`src/rtl/envelope_scheduler_pkg.sv`:
```
`default_nettype none
// ============================================================================
// Package : env_defs
// Brief   : Shared phase encodings and gain-code constants for the envelope
// Rev     : 1.0
// ============================================================================
package env_defs;

    localparam int GAIN_W       = 4;
    localparam int GAIN_MAX_DEF = 8;

    typedef enum logic [1:0] {
        PH_IDLE   = 2'd0,
        PH_ATTACK = 2'd1,
        PH_HOLD   = 2'd2,
        PH_DECAY  = 2'd3
    } phase_e;

endpackage
`default_nettype wire

```
`src/rtl/envelope_scheduler_step_timer.sv`:
```
`default_nettype none
// ============================================================================
// Module : step_timer
// Brief  : Beat counter that flags the terminal beat of a programmable step
// Rev    : 1.0
// ============================================================================
module step_timer #(
    parameter int CNT_W = 14
) (
    input  logic             clk,
    input  logic             reset,
    input  logic             beat,
    input  logic             clr,
    input  logic             en,
    input  logic [CNT_W-1:0] step_len,
    output logic             step_done
);

    logic [CNT_W-1:0] cnt_q;
    logic [CNT_W-1:0] cnt_d;
    logic             at_last;

    // step_len is never 0, so step_len-1 cannot underflow
    assign at_last   = (cnt_q == (step_len - CNT_W'(1)));
    assign step_done = en & beat & ~clr & at_last;

    always_comb begin
        cnt_d = cnt_q;
        if (clr) begin
            cnt_d = '0;
        end else if (en && beat) begin
            cnt_d = at_last ? '0 : (cnt_q + CNT_W'(1));
        end
    end

    always_ff @(posedge clk or negedge reset) begin
        if (!reset) begin
            cnt_q <= '0;
        end else begin
            cnt_q <= cnt_d;
        end
    end

endmodule
`default_nettype wire

```
`src/rtl/envelope_scheduler.sv`:
```
`default_nettype none
// ============================================================================
// Module : envelope_scheduler
// Brief  : Attack/hold/decay gain sequencer for one voice, timed on beats
// Rev    : 1.0
// ============================================================================
module envelope_scheduler
    import env_defs::*;
#(
    parameter int GAIN_MAX  = GAIN_MAX_DEF,
    parameter int HOLD_MULT = 8,
    parameter int CNT_W     = 14
) (
    input  logic              clk,
    input  logic              reset,
    input  logic              beat,
    input  logic              new_note,
    input  logic [5:0]        note_duration,
    input  logic              done_with_note,
    output logic [GAIN_W-1:0] gain,
    output logic [1:0]        phase,
    output logic              busy,
    output logic              env_done
);

    localparam int                K_W        = $clog2(GAIN_MAX);
    localparam logic [GAIN_W-1:0] C_GAIN_MAX = GAIN_W'(GAIN_MAX);

    phase_e            phase_q, phase_d;
    logic [GAIN_W-1:0] gain_q, gain_d;
    logic [K_W-1:0]    k_q, k_d;
    logic [5:0]        dur_q, dur_d;
    logic              busy_q, busy_d;
    logic              env_done_q, env_done_d;

    logic [CNT_W-1:0]  dur_ext;
    logic [CNT_W-1:0]  step_len;
    logic              step_done;
    logic              timer_clr;
    logic              timer_en;

    assign dur_ext   = CNT_W'(dur_q);
    assign timer_clr = new_note | done_with_note;
    assign timer_en  = (phase_q != PH_IDLE);

    always_comb begin
        step_len = dur_ext;
        case (phase_q)
            PH_HOLD:  step_len = dur_ext * CNT_W'(HOLD_MULT);
            PH_DECAY: step_len = dur_ext << k_q;
            default:  step_len = dur_ext;
        endcase
    end

    step_timer #(
        .CNT_W (CNT_W)
    ) u_step_timer (
        .clk       (clk),
        .reset     (reset),
        .beat      (beat),
        .clr       (timer_clr),
        .en        (timer_en),
        .step_len  (step_len),
        .step_done (step_done)
    );

    always_comb begin
        phase_d    = phase_q;
        gain_d     = gain_q;
        k_d        = k_q;
        dur_d      = dur_q;
        env_done_d = 1'b0;

        // new_note outranks done_with_note and any step completion
        if (new_note) begin
            dur_d   = (note_duration == 6'd0) ? 6'd1 : note_duration;
            phase_d = PH_ATTACK;
            gain_d  = '0;
            k_d     = '0;
        end else if (done_with_note) begin
            phase_d = PH_IDLE;
            gain_d  = '0;
            k_d     = '0;
        end else if (step_done) begin
            case (phase_q)
                PH_ATTACK: begin
                    if (gain_q < C_GAIN_MAX) begin
                        gain_d = gain_q + GAIN_W'(1);
                    end
                    if (gain_q >= (C_GAIN_MAX - GAIN_W'(1))) begin
                        phase_d = PH_HOLD;
                    end
                end
                PH_HOLD: begin
                    phase_d = PH_DECAY;
                    k_d     = '0;
                end
                PH_DECAY: begin
                    if (gain_q != '0) begin
                        gain_d = gain_q - GAIN_W'(1);
                    end
                    k_d = k_q + K_W'(1);
                    if (gain_q <= GAIN_W'(1)) begin
                        phase_d    = PH_IDLE;
                        gain_d     = '0;
                        k_d        = '0;
                        env_done_d = 1'b1;
                    end
                end
                default: begin
                    phase_d = PH_IDLE;
                end
            endcase
        end

        busy_d = (phase_d != PH_IDLE);
    end

    always_ff @(posedge clk or negedge reset) begin
        if (!reset) begin
            phase_q    <= PH_IDLE;
            gain_q     <= '0;
            k_q        <= '0;
            dur_q      <= 6'd1;
            busy_q     <= 1'b0;
            env_done_q <= 1'b0;
        end else begin
            phase_q    <= phase_d;
            gain_q     <= gain_d;
            k_q        <= k_d;
            dur_q      <= dur_d;
            busy_q     <= busy_d;
            env_done_q <= env_done_d;
        end
    end

    assign gain     = gain_q;
    assign phase    = phase_q;
    assign busy     = busy_q;
    assign env_done = env_done_q;

endmodule
`default_nettype wire

```
`config.mk`:
```
export PLATFORM = sky130hd
export DESIGN_NAME = envelope_scheduler
export DESIGN_NICKNAME = d
export VERILOG_FILES = /design/src/rtl/envelope_scheduler_pkg.sv /design/src/rtl/envelope_scheduler_step_timer.sv /design/src/rtl/envelope_scheduler.sv
export SDC_FILE = /design/constraint.sdc
export NUM_CORES = 1
export LEC_CHECK = 0
export ABC_AREA = 1
export CELL_PAD_IN_SITES_DETAIL_PLACEMENT = 1
export CELL_PAD_IN_SITES_GLOBAL_PLACEMENT = 2
export CORE_MARGIN = 3
export CORE_UTILIZATION = 36
export CTS_BUF_LIST = sky130_fd_sc_hd__clkbuf_8
export CTS_CLUSTER_SIZE = 30
export DETAILED_ROUTE_END_ITERATION = 8
export PLACE_DENSITY = 0.9
export SYNTH_ARGS = -nofsm -noshare
export SYNTH_HDL_FRONTEND = slang
export SYNTH_SLANG_ARGS = --single-unit
export TNS_END_PERCENT = 5
```
`constraint.sdc`:
```
create_clock -name clk -period 4.9 [get_ports clk]
set_input_delay 0.735 -clock clk [delete_from_list [all_inputs] [get_ports clk]]
set_output_delay 0.735 -clock clk [all_outputs]
set_load 0.02 [all_outputs]
```
==> flow_metrics.py, run 1 <==
metrics = {
    "finish": {
        "ff_latch_area_um2": 777,
        "multi_input_area_um2": 1820,
        "final_nets": 496,
        "final_cells": 578,
        "fillCellCount": 1008,
        "diodes": 0,
        "fin_util_pct": 43.3,
        "fin_area_um2": 3240,
        "syn_to_final_growth_pct": 13.0,
        "drive_gt1_share_pct": 9.19,
    },
    "setup_path": {
        "cp_common_cell": "nand3_1",
        "crit_path_start_kind": "flip-flop",
        "reg2regPathDepth": 16,
        "crit_fanout": 8,
        "critPathMaxStageDelay_ps": 550,
        "cp_slowest_cell": "dfrtp_1",
        "crit_type": "flip-flop to flip-flop",
        "arrival_ps": 3260,
        "crit_required_ps": 5060,
        "end_kind": "flip-flop",
        "cp_cell_sequence": "nand2_2, nor2_4, nand3_1, nand2_1, inv_1, ha_1, xor2_1, o21ai_0, a21oi_1, nand3_1, nor2_1, nand4_1, nor2_2, nand3_1, nand3_1, nand3_1",
    },
    "synthesis": {
        "ys_seq_elements": 31,
        "ys_top_cells_by_area": "dfrtp_1, nand2_1, nand3_1, inv_1, nor2_1",
        "netlist_area_um2": 2870,
        "synthArstFlopShare_pct": 100,
        "yosysWarnings": 0,
        "synth_edf_count": 0,
        "yosysSeqAreaShare_pct": 27.1,
        "synth_nets": 480,
        "yosys_most_used_dff": "dfrtp_1",
        "yosysTopAreaCell": "dfrtp_1",
        "syn_area_per_cell_um2": 6.22,
        "ys_types": 30,
        "synthCells": 462,
        "synth_top_area_share_pct": 26.1,
    },
    "power": {
        "combPwrFrac_pct": 20.2,
        "power_frac_clock_pct": 38.9,
        "vdd_ir_drop_max_v": 0.000110,
        "intPower_uw": 462,
        "power.switching_uw": 213,
        "power_density_nw_per_um2": 208,
        "p_sw_share_pct": 31.6,
        "pwr-share-seq_pct": 40.9,
        "leakage_uw": 0.00161,
    },
    "global_routing": {
        "grt_max_degree": 32,
        "overflow": 0,
        "antenna_found_initial": 0,
        "first_global_vias": 3314,
        "grt_use_total_pct": 22.5,
        "grt_pass1_wl_um": 16100,
    },
    "clock_tree": {
        "cts_buffers": 5,
        "post-cts-setup-buffers": 0,
        "htree_levels": 2,
        "cts_buffer_depth": 2,
        "cts_hold_buf": 0,
        "clkLatencyLatePin_ps": 290,
        "cts_tree": "built",
        "clkTransAtPathRegs_ps": 80,
        "cts.sinks": 31,
        "root_buffer": "clkbuf_8",
        "cts_resized": 0,
    },
    "die": {
        "fp.dieH_um": 95.3,
        "coreArea_um2": 7490,
        "die_area_um2": 9080,
        "start_util_pct": 38.4,
        "rows": 31,
        "die_w_um": 95.3,
        "ios": 19,
    },
    "flow_run": {
        "cap_violations": 0,
    },
    "detailed_routing": {
        "drc": 0,
        "antenna_left": 0,
        "viasPerCell": 5.23,
        "wirelength_um": 9230,
        "dr.pass1.iters": 4,
        "wl_per_cell_um": 16.0,
        "vias": 3025,
        "drt_first_iter_violations": 94,
    },
    "worst_hold_path": {
        "min_path_cells": 2,
        "hold_path.class": "flip-flop to flip-flop",
    },
    "placed_design": {
        "dp_hpwl_um": 7400,
        "place.gp.congestion": 0.837,
        "io_buffers": 18,
        "place_area_um2": 3130,
        "dp_cells": 570,
    },
    "sta": {
        "hold_slack_ps": 602,
        "post-route-period-util_pct": 63.2,
        "finalSetupViolations": 0,
        "finalClockSkew_ps": 10.7,
        "tns_ps": 0,
        "worst_pin_slew_ps": 1170,
        "grt_setup_unrepaired": "false",
        "final.min_clock_period_ps": 3100,
        "timing.final.hold_violations": 0,
        "slew_viol_final": 0,
        "maxSlewHeadroom_pct": 21.5,
        "fmax_mhz": 323,
    },
    "status": {
        "outcome": "finished, final reports clean",
    },
}
[critical path, delay by kind of cell, from the launching register on]
| family | cells | cell delay [ps] |
|---|---|---|
| simple gates | 11 | 1710 |
| flops | 1 | 550 |
| fa+ha+maj | 1 | 280 |
| compound gates | 2 | 220 |
| xor+xnor | 1 | 160 |
| buf+inv | 1 | 40 |
[metal layers]
| metal | wire, um | up-vias | global-route usage (%) |
|---|---|---|---|
| met2 | 4280 | 29 | 36.9 |
| met4 | 90 | 0 | 6.25 |
| met5 | 0 | - | 0 |
| li1 | - | 1532 | - |
| met1 | 4730 | 1458 | 31.1 |
| met3 | 132 | 6 | 2.68 |
[flip-flops by register name, indices dropped and copies added, names as in the netlist]
register and cells:
gain 4, k_q 3, phase 2, dur_q 6
u_step_timer.cnt_q 14, busy 1, env_done 1
[kinds of logic (layout without fill, tap and decap cells)]
| group | count (synthesis) | after routing | synth area share (%) |
|---|---|---|---|
| AND/OR/NAND/NOR | 297 | 297 | 47.5 |
| AO/OA/AOI/OAI | 44 | 44 | 8.32 |
| buffers and inverters | 69 | 86 | 9.80 |
| adder cells (fa/ha/maj) | 7 | 7 | 3.05 |
| flip-flops | 31 | 31 | 27.1 |
| XOR/XNOR | 14 | 14 | 4.27 |
[cell type report]
type / count / share of cell area [%]
clock buffers: 5 / 2.12
clock inverters: 3 / 1.35
inverters: 58 / 6.71
multi-input cells: 362 / 56.0
flip-flops and latches: 31 / 23.9
well taps: 99 / 3.82
repair buffers: 20 / 6.02
[metrics by stage]
stage | total power [uW] | setup slack, ps
global placement | 415 | 1770
finish | 675 | 1800
detailed placement | 418 | 1770
floorplan | 369 | 2250
CTS | 682 | 1810
global route | 713 | 1440
[cell usage after synthesis, types with 3 or more instances]
master      n
nand2_1   129
nand3_1    70
inv_1      50
nor2_1     49
dfrtp_1    30
o21ai_0    22
nand4_1    19
xor2_1     14
o21ai_1    11
inv_2       8
ha_1        7
nor2_2      7
nor3_1      6
clkbuf_1    5
nand3_2     5
a21oi_1     4
buf_4       4
nand2_2     4
nor2_4      3
or2_2       3
[placed cells by master, fill, tap and decap left out]
| master | instances |
|---|---|
| a21oi_1 | 4 |
| buf_4 | 2 |
| clkdlybuf4s50_1 | 18 |
| inv_2 | 8 |
| clkinv_4 | 1 |
| o211ai_1 | 2 |
| o21ai_1 | 11 |
| nand3_2 | 5 |
| nor2_2 | 7 |
| nand2_1 | 129 |
| xor2_1 | 14 |
| dfrtp_1 | 30 |
| clkbuf_8 | 5 |
| nor3_1 | 5 |
| nand4_1 | 19 |
| bufinv_16 | 1 |
| nand3_1 | 70 |
| or2_2 | 3 |
| inv_1 | 50 |
| nor2_1 | 49 |
| ha_1 | 7 |
| o21ai_0 | 22 |
| a41oi_1 | 1 |
| a211oi_1 | 1 |
| clkinv_2 | 1 |
| nand2_2 | 4 |
| nor3_2 | 1 |
| a22oi_1 | 1 |
| nor2_4 | 3 |
| o21bai_1 | 2 |
| nand4_2 | 1 |
| nor3b_2 | 1 |
| dfstp_2 | 1 |
[power groups by stage]
stage / Clock (uW) / Sequential, uW / Combinational, uW
2_1_floorplan: 0 / 279 / 89.5
3_3_place_gp: 0 / 281 / 134
3_5_place_dp: 0 / 281 / 137
4_1_cts: 268 / 276 / 138
5_1_grt: 279 / 277 / 156
6_report: 262 / 276 / 137
[final timing paths]
kind	from	to	slack (ps)
worst max-delay path	phase[0]	busy	1800
worst min-delay path	u_step_timer.cnt_q[13]	u_step_timer.cnt_q[13]	600
worst max register to register	phase[0]	busy	1800
worst min register to register	u_step_timer.cnt_q[13]	u_step_timer.cnt_q[13]	600
max in group asynchronous	reset	dur_q[0]	3710
min in group asynchronous	reset	gain[3]	850
(Power assumes the default switching activity.)
==> inputs of run 2 (changes only) <==
Settings changed: CORE_UTILIZATION 36 to 33, PLACE_DENSITY 0.9 to 0.84.
Clock period 4.9 ns to 2.9 ns, I/O delays scaled along.
==> flow_metrics.py, run 2 (synthesis results as in run 1) <==
metrics = {
    "status": {
        "outcome": "finished, final reports clean",
    },
    "sta": {
        "finalSetupViolations": 0,
        "maxSlewHeadroom_pct": 61.9,
        "slew_viol_final": 0,
        "tns_ps": 0,
        "timing.final.hold_violations": 0,
        "fmax_mhz": 359,
        "finalClockSkew_ps": 6.02,
        "final.min_clock_period_ps": 2790,
        "worst_pin_slew_ps": 568,
        "post-route-period-util_pct": 96.2,
    },
    "clock_tree": {
        "cts.sinks": 31,
        "htree_levels": 2,
        "root_buffer": "clkbuf_8",
        "cts_tree": "built",
        "cts_buffers": 5,
        "cts_hold_buf": 0,
        "clkLatencyLatePin_ps": 290,
        "clkTransAtPathRegs_ps": 80,
        "cts_buffer_depth": 2,
    },
    "detailed_routing": {
        "drt_first_iter_violations": 99,
        "wl_per_cell_um": 16.3,
        "antenna_left": 0,
        "viasPerCell": 5.30,
        "drc": 0,
        "wirelength_um": 9870,
        "vias": 3203,
        "dr.pass1.iters": 4,
    },
    "global_routing": {
        "antenna_found_initial": 0,
        "first_global_vias": 3236,
        "grt_max_degree": 32,
        "overflow": 0,
        "grt_pass1_wl_um": 16200,
        "grt_use_total_pct": 20.5,
    },
    "setup_path": {
        "r2r_end": "gain[3]",
        "reg2reg_from": "dur_q[0]",
        "crit_type": "flip-flop to flip-flop",
        "end_kind": "flip-flop",
        "crit_fanout": 5,
        "arrival_ps": 3020,
        "crit_end": "gain[3]",
        "reg2regPathDepth": 19,
        "crit_path_start_kind": "flip-flop",
        "startpoint": "dur_q[0]",
        "r2r_slack_ps": 110,
        "crit_required_ps": 3130,
    },
    "power": {
        "leakage_uw": 0.00170,
        "power_density_nw_per_um2": 309,
        "p_total_uw": 1080,
        "vdd_ir_drop_max_v": 0.000162,
    },
    "placed_design": {
        "dp_hpwl_um": 7620,
        "io_buffers": 18,
        "place.gp.congestion": 0.908,
    },
    "die": {
        "start_util_pct": 34.4,
        "die_area_um2": 9860,
        "coreArea_um2": 8340,
        "rows": 33,
        "die_w_um": 99.3,
        "fp.dieH_um": 99.3,
        "ios": 19,
    },
    "finish": {
        "drive_gt1_share_pct": 16.0,
        "final_nets": 516,
        "fin_util_pct": 41.7,
        "mostFrequentLayoutCell": "nand2_1",
        "diodes": 0,
        "largest-register": "u_step_timer.cnt_q",
        "final_cell_mix": "nand2_1, nand3_1, inv_1, nor2_1, dfrtp_1",
        "syn_to_final_growth_pct": 21.0,
        "largest_register_ffs": 14,
    },
    "worst_hold_path": {
        "hold_path.class": "input pin to asynchronous set/reset pin",
    },
    "flow_run": {
        "cap_violations": 0,
    },
}
run 2: metal layers:
layer / vias to the layer above / GRT usage (%) / part of all wire [%]
met3: 19 / 2.52 / 1.9
met5: - / 0 / 0
met1: 1574 / 27.8 / 47
met2: 35 / 33.9 / 48
li1: 1575 / - / -
met4: 0 / 6.93 / 2.3
run 2: what timing repair did:
item                                    CTS  global route
buffers inserted                          2            10
endpoints found under the setup margin   21            23
pin swaps                                 0            10
resized for setup                         2            27
run 2: power by group:
part	switching (uW)	total, uW	leakage (uW)	internal [uW]
clock network	184	349	0.0000453	164
registers	19.5	465	0.000409	445
logic	168	262	0.00125	93.8
total	372	1080	0.00170	703
run 2: worst max-delay path, stage by stage, from the launching register on:
cell and delay (ps):
dfstp_2 570, nand2_1 110, nand2_2 110, nand3_2 80, nand2_1 110, inv_1 50, ha_2 310, xor2_1 130
o21ai_0 100, a21oi_1 140, nand3_1 120, nor2_1 120, nand2_1 60, nor2_1 80, nand2_1 90, nor2_4 160
nand4_4 150, nand2_4 130, nand2_1 50, nand2_1 60
run 2: area by class of cell:
cell class                 count  area, um2
clock buffer                   5       68.8
clock inverter                 3       16.3
fill                        1095       4860
inverter                      58        225
multi-input combinational    362       1910
sequential                    31        781
tap                          105        131
timing repair buffer          40        345
run 2: how the worst min path moves through the flow:
stage             start  endpoint  slack, ps  depth (start not counted)
6_report          reset    k_q[0]        560                          2
5_1_grt           reset      busy        610                          2
4_1_cts           reset      busy        580                          2
3_5_place_dp   dur_q[1]  dur_q[1]        570                          2
3_3_place_gp   dur_q[1]  dur_q[1]        570                          2
2_1_floorplan     reset      busy        140                          0
run 2: metrics by stage:
| step | hold WS [ps] | cell area [um2] | setup WS, ps | std cells |
|---|---|---|---|---|
| 2_1_floorplan | 139 | 2870 | 249 | 462 |
| 3_3_place_gp | 567 | 3200 | -41.2 | 584 |
| 3_5_place_dp | 572 | 3200 | -78.5 | 584 |
| 4_1_cts | 577 | 3300 | 15.2 | 594 |
| 5_1_grt | 612 | 3480 | -76.3 | 604 |
| 6_report | 563 | 3480 | 111 | 604 |
==> inputs of run 3 (changes only) <==
Settings changed: PLACE_DENSITY 0.84 to 0.94.
==> flow_metrics.py, run 3 (synthesis results as in run 1) <==
metrics = {
    "status": {
        "outcome": "finished, final reports clean",
    },
    "die": {
        "die_w_um": 99.3,
        "ios": 19,
        "rows": 33,
        "start_util_pct": 34.4,
        "die_area_um2": 9860,
        "coreArea_um2": 8340,
        "fp.dieH_um": 99.3,
    },
    "finish": {
        "ff_latch_area_um2": 782,
        "final_cell_mix": "nand2_1, nand3_1, inv_1, nor2_1, dfrtp_1",
        "mostFrequentLayoutCell": "nand2_1",
        "drive_gt1_share_pct": 16.0,
        "largest-register": "u_step_timer.cnt_q",
        "multi_input_area_um2": 1940,
        "largest_register_ffs": 14,
        "final_nets": 510,
        "fillCellCount": 1158,
        "diodes": 0,
        "syn_to_final_growth_pct": 20.6,
        "fin_util_pct": 41.5,
    },
    "power": {
        "p_total_uw": 1070,
        "leakage_uw": 0.00170,
        "vdd_ir_drop_max_v": 0.000167,
        "power_density_nw_per_um2": 309,
    },
    "clock_tree": {
        "cts_buffers": 5,
        "cts.sinks": 31,
        "clkTransAtPathRegs_ps": 70,
        "cts_tree": "built",
        "cts_buffer_depth": 2,
        "htree_levels": 2,
        "root_buffer": "clkbuf_8",
        "clkLatencyLatePin_ps": 290,
    },
    "placed_design": {
        "io_buffers": 18,
        "dp_hpwl_um": 7620,
        "place.gp.congestion": 0.933,
        "pre_cts_ws_ps": -127,
    },
    "sta": {
        "timing.final.hold_violations": 0,
        "finalClockSkew_ps": 6.30,
        "final.min_clock_period_ps": 2740,
        "grt_setup_unrepaired": "true",
        "final.setup.worst_slack_ps": 156,
        "finalSetupViolations": 0,
        "post-route-period-util_pct": 94.6,
        "worst_pin_slew_ps": 469,
        "hold_slack_ps": 554,
        "tns_ps": 0,
        "fmax_mhz": 364,
        "maxSlewHeadroom_pct": 68.4,
        "slew_viol_final": 0,
    },
    "global_routing": {
        "overflow": 0,
        "grt_pass1_wl_um": 16500,
        "antenna_found_initial": 0,
        "first_global_vias": 3365,
        "grt_use_total_pct": 20.7,
        "grt_max_degree": 32,
    },
    "setup_path": {
        "arrival_ps": 2910,
        "crit_fanout": 7,
        "crit_type": "flip-flop to flip-flop",
        "startpoint": "k_q[0]",
        "crit_path_start_kind": "flip-flop",
        "end_kind": "flip-flop",
        "reg2reg_from": "k_q[0]",
        "crit_required_ps": 3070,
    },
    "flow_run": {
        "cap_violations": 0,
    },
    "detailed_routing": {
        "drc": 0,
        "wl_per_cell_um": 16.4,
        "antenna_left": 0,
        "dr.pass1.iters": 4,
        "drt_first_iter_violations": 134,
        "wirelength_um": 9780,
        "vias": 3189,
        "viasPerCell": 5.33,
    },
    "worst_hold_path": {
        "hold_path.class": "input pin to asynchronous set/reset pin",
    },
}
run 3: worst paths after layout:
kind	slack, ps	end	cells after the start
setup / recovery	160	busy	15
hold / removal	550	u_step_timer.cnt_q[11]	2
setup reg to reg	160	busy	15
hold reg to reg	600	u_step_timer.cnt_q[12]	3
max in group asynchronous	2000	k_q[2]	2
min in group clk	600	u_step_timer.cnt_q[12]	3
run 3: final cells by class:
| class | instances | area share (%) |
|---|---|---|
| inverter | 58 | 6.58 |
| clock buffer | 5 | 1.99 |
| clock inverter | 3 | 0.361 |
| tap | 105 | 3.79 |
| multi-input combinational | 362 | 56.0 |
| timing repair buffer | 34 | 8.67 |
| sequential | 31 | 22.6 |
run 3: where the power goes:
group / internal, uW / switching (uW)
Sequential: 445 / 20.9
Clock: 162 / 186
Combinational: 86.9 / 169
Total: 694 / 375
run 3: metrics by stage:
stage	instances	cell area, um2
2_1_floorplan	462	2870
5_1_grt	598	3460
3_3_place_gp	581	3180
6_report	598	3460
4_1_cts	589	3260
3_5_place_dp	581	3180
run 3: repair_timing:
item / 4_1_cts / 5_1_grt
gates resized for setup: 2 / 36
pin swaps: 0 / 8
setup endpoints to repair: 22 / 23
hold buffers: 0 / 0
setup buffers: 0 / 9
run 3: layer usage:
| layer | wire length (um) | GRT usage, % | vias up | part of all wire [%] |
|---|---|---|---|---|
| met4 | 216 | 7.14 | 0 | 2.2 |
| met3 | 201 | 2.59 | 17 | 2.1 |
| li1 | - | - | 1561 | - |
| met1 | 4550 | 27.1 | 1567 | 47 |
| met5 | 0 | 0 | - | 0 |
| met2 | 4810 | 35.1 | 44 | 49 |
run 3: critical path, cell delays in order, from the launching register on:
cell and delay, ps:
dfrtp_2 460, buf_4 170, nand2_1 70, nand3_1 140, nand3_2 140, nand2_2 90, nor2_4 230, nand3_2 150
o21ai_1 200, nand2_1 80, nor2_2 140, nand3_1 160, nor2_4 250, nand3_2 130, nand3_2 110, nand3_2 80
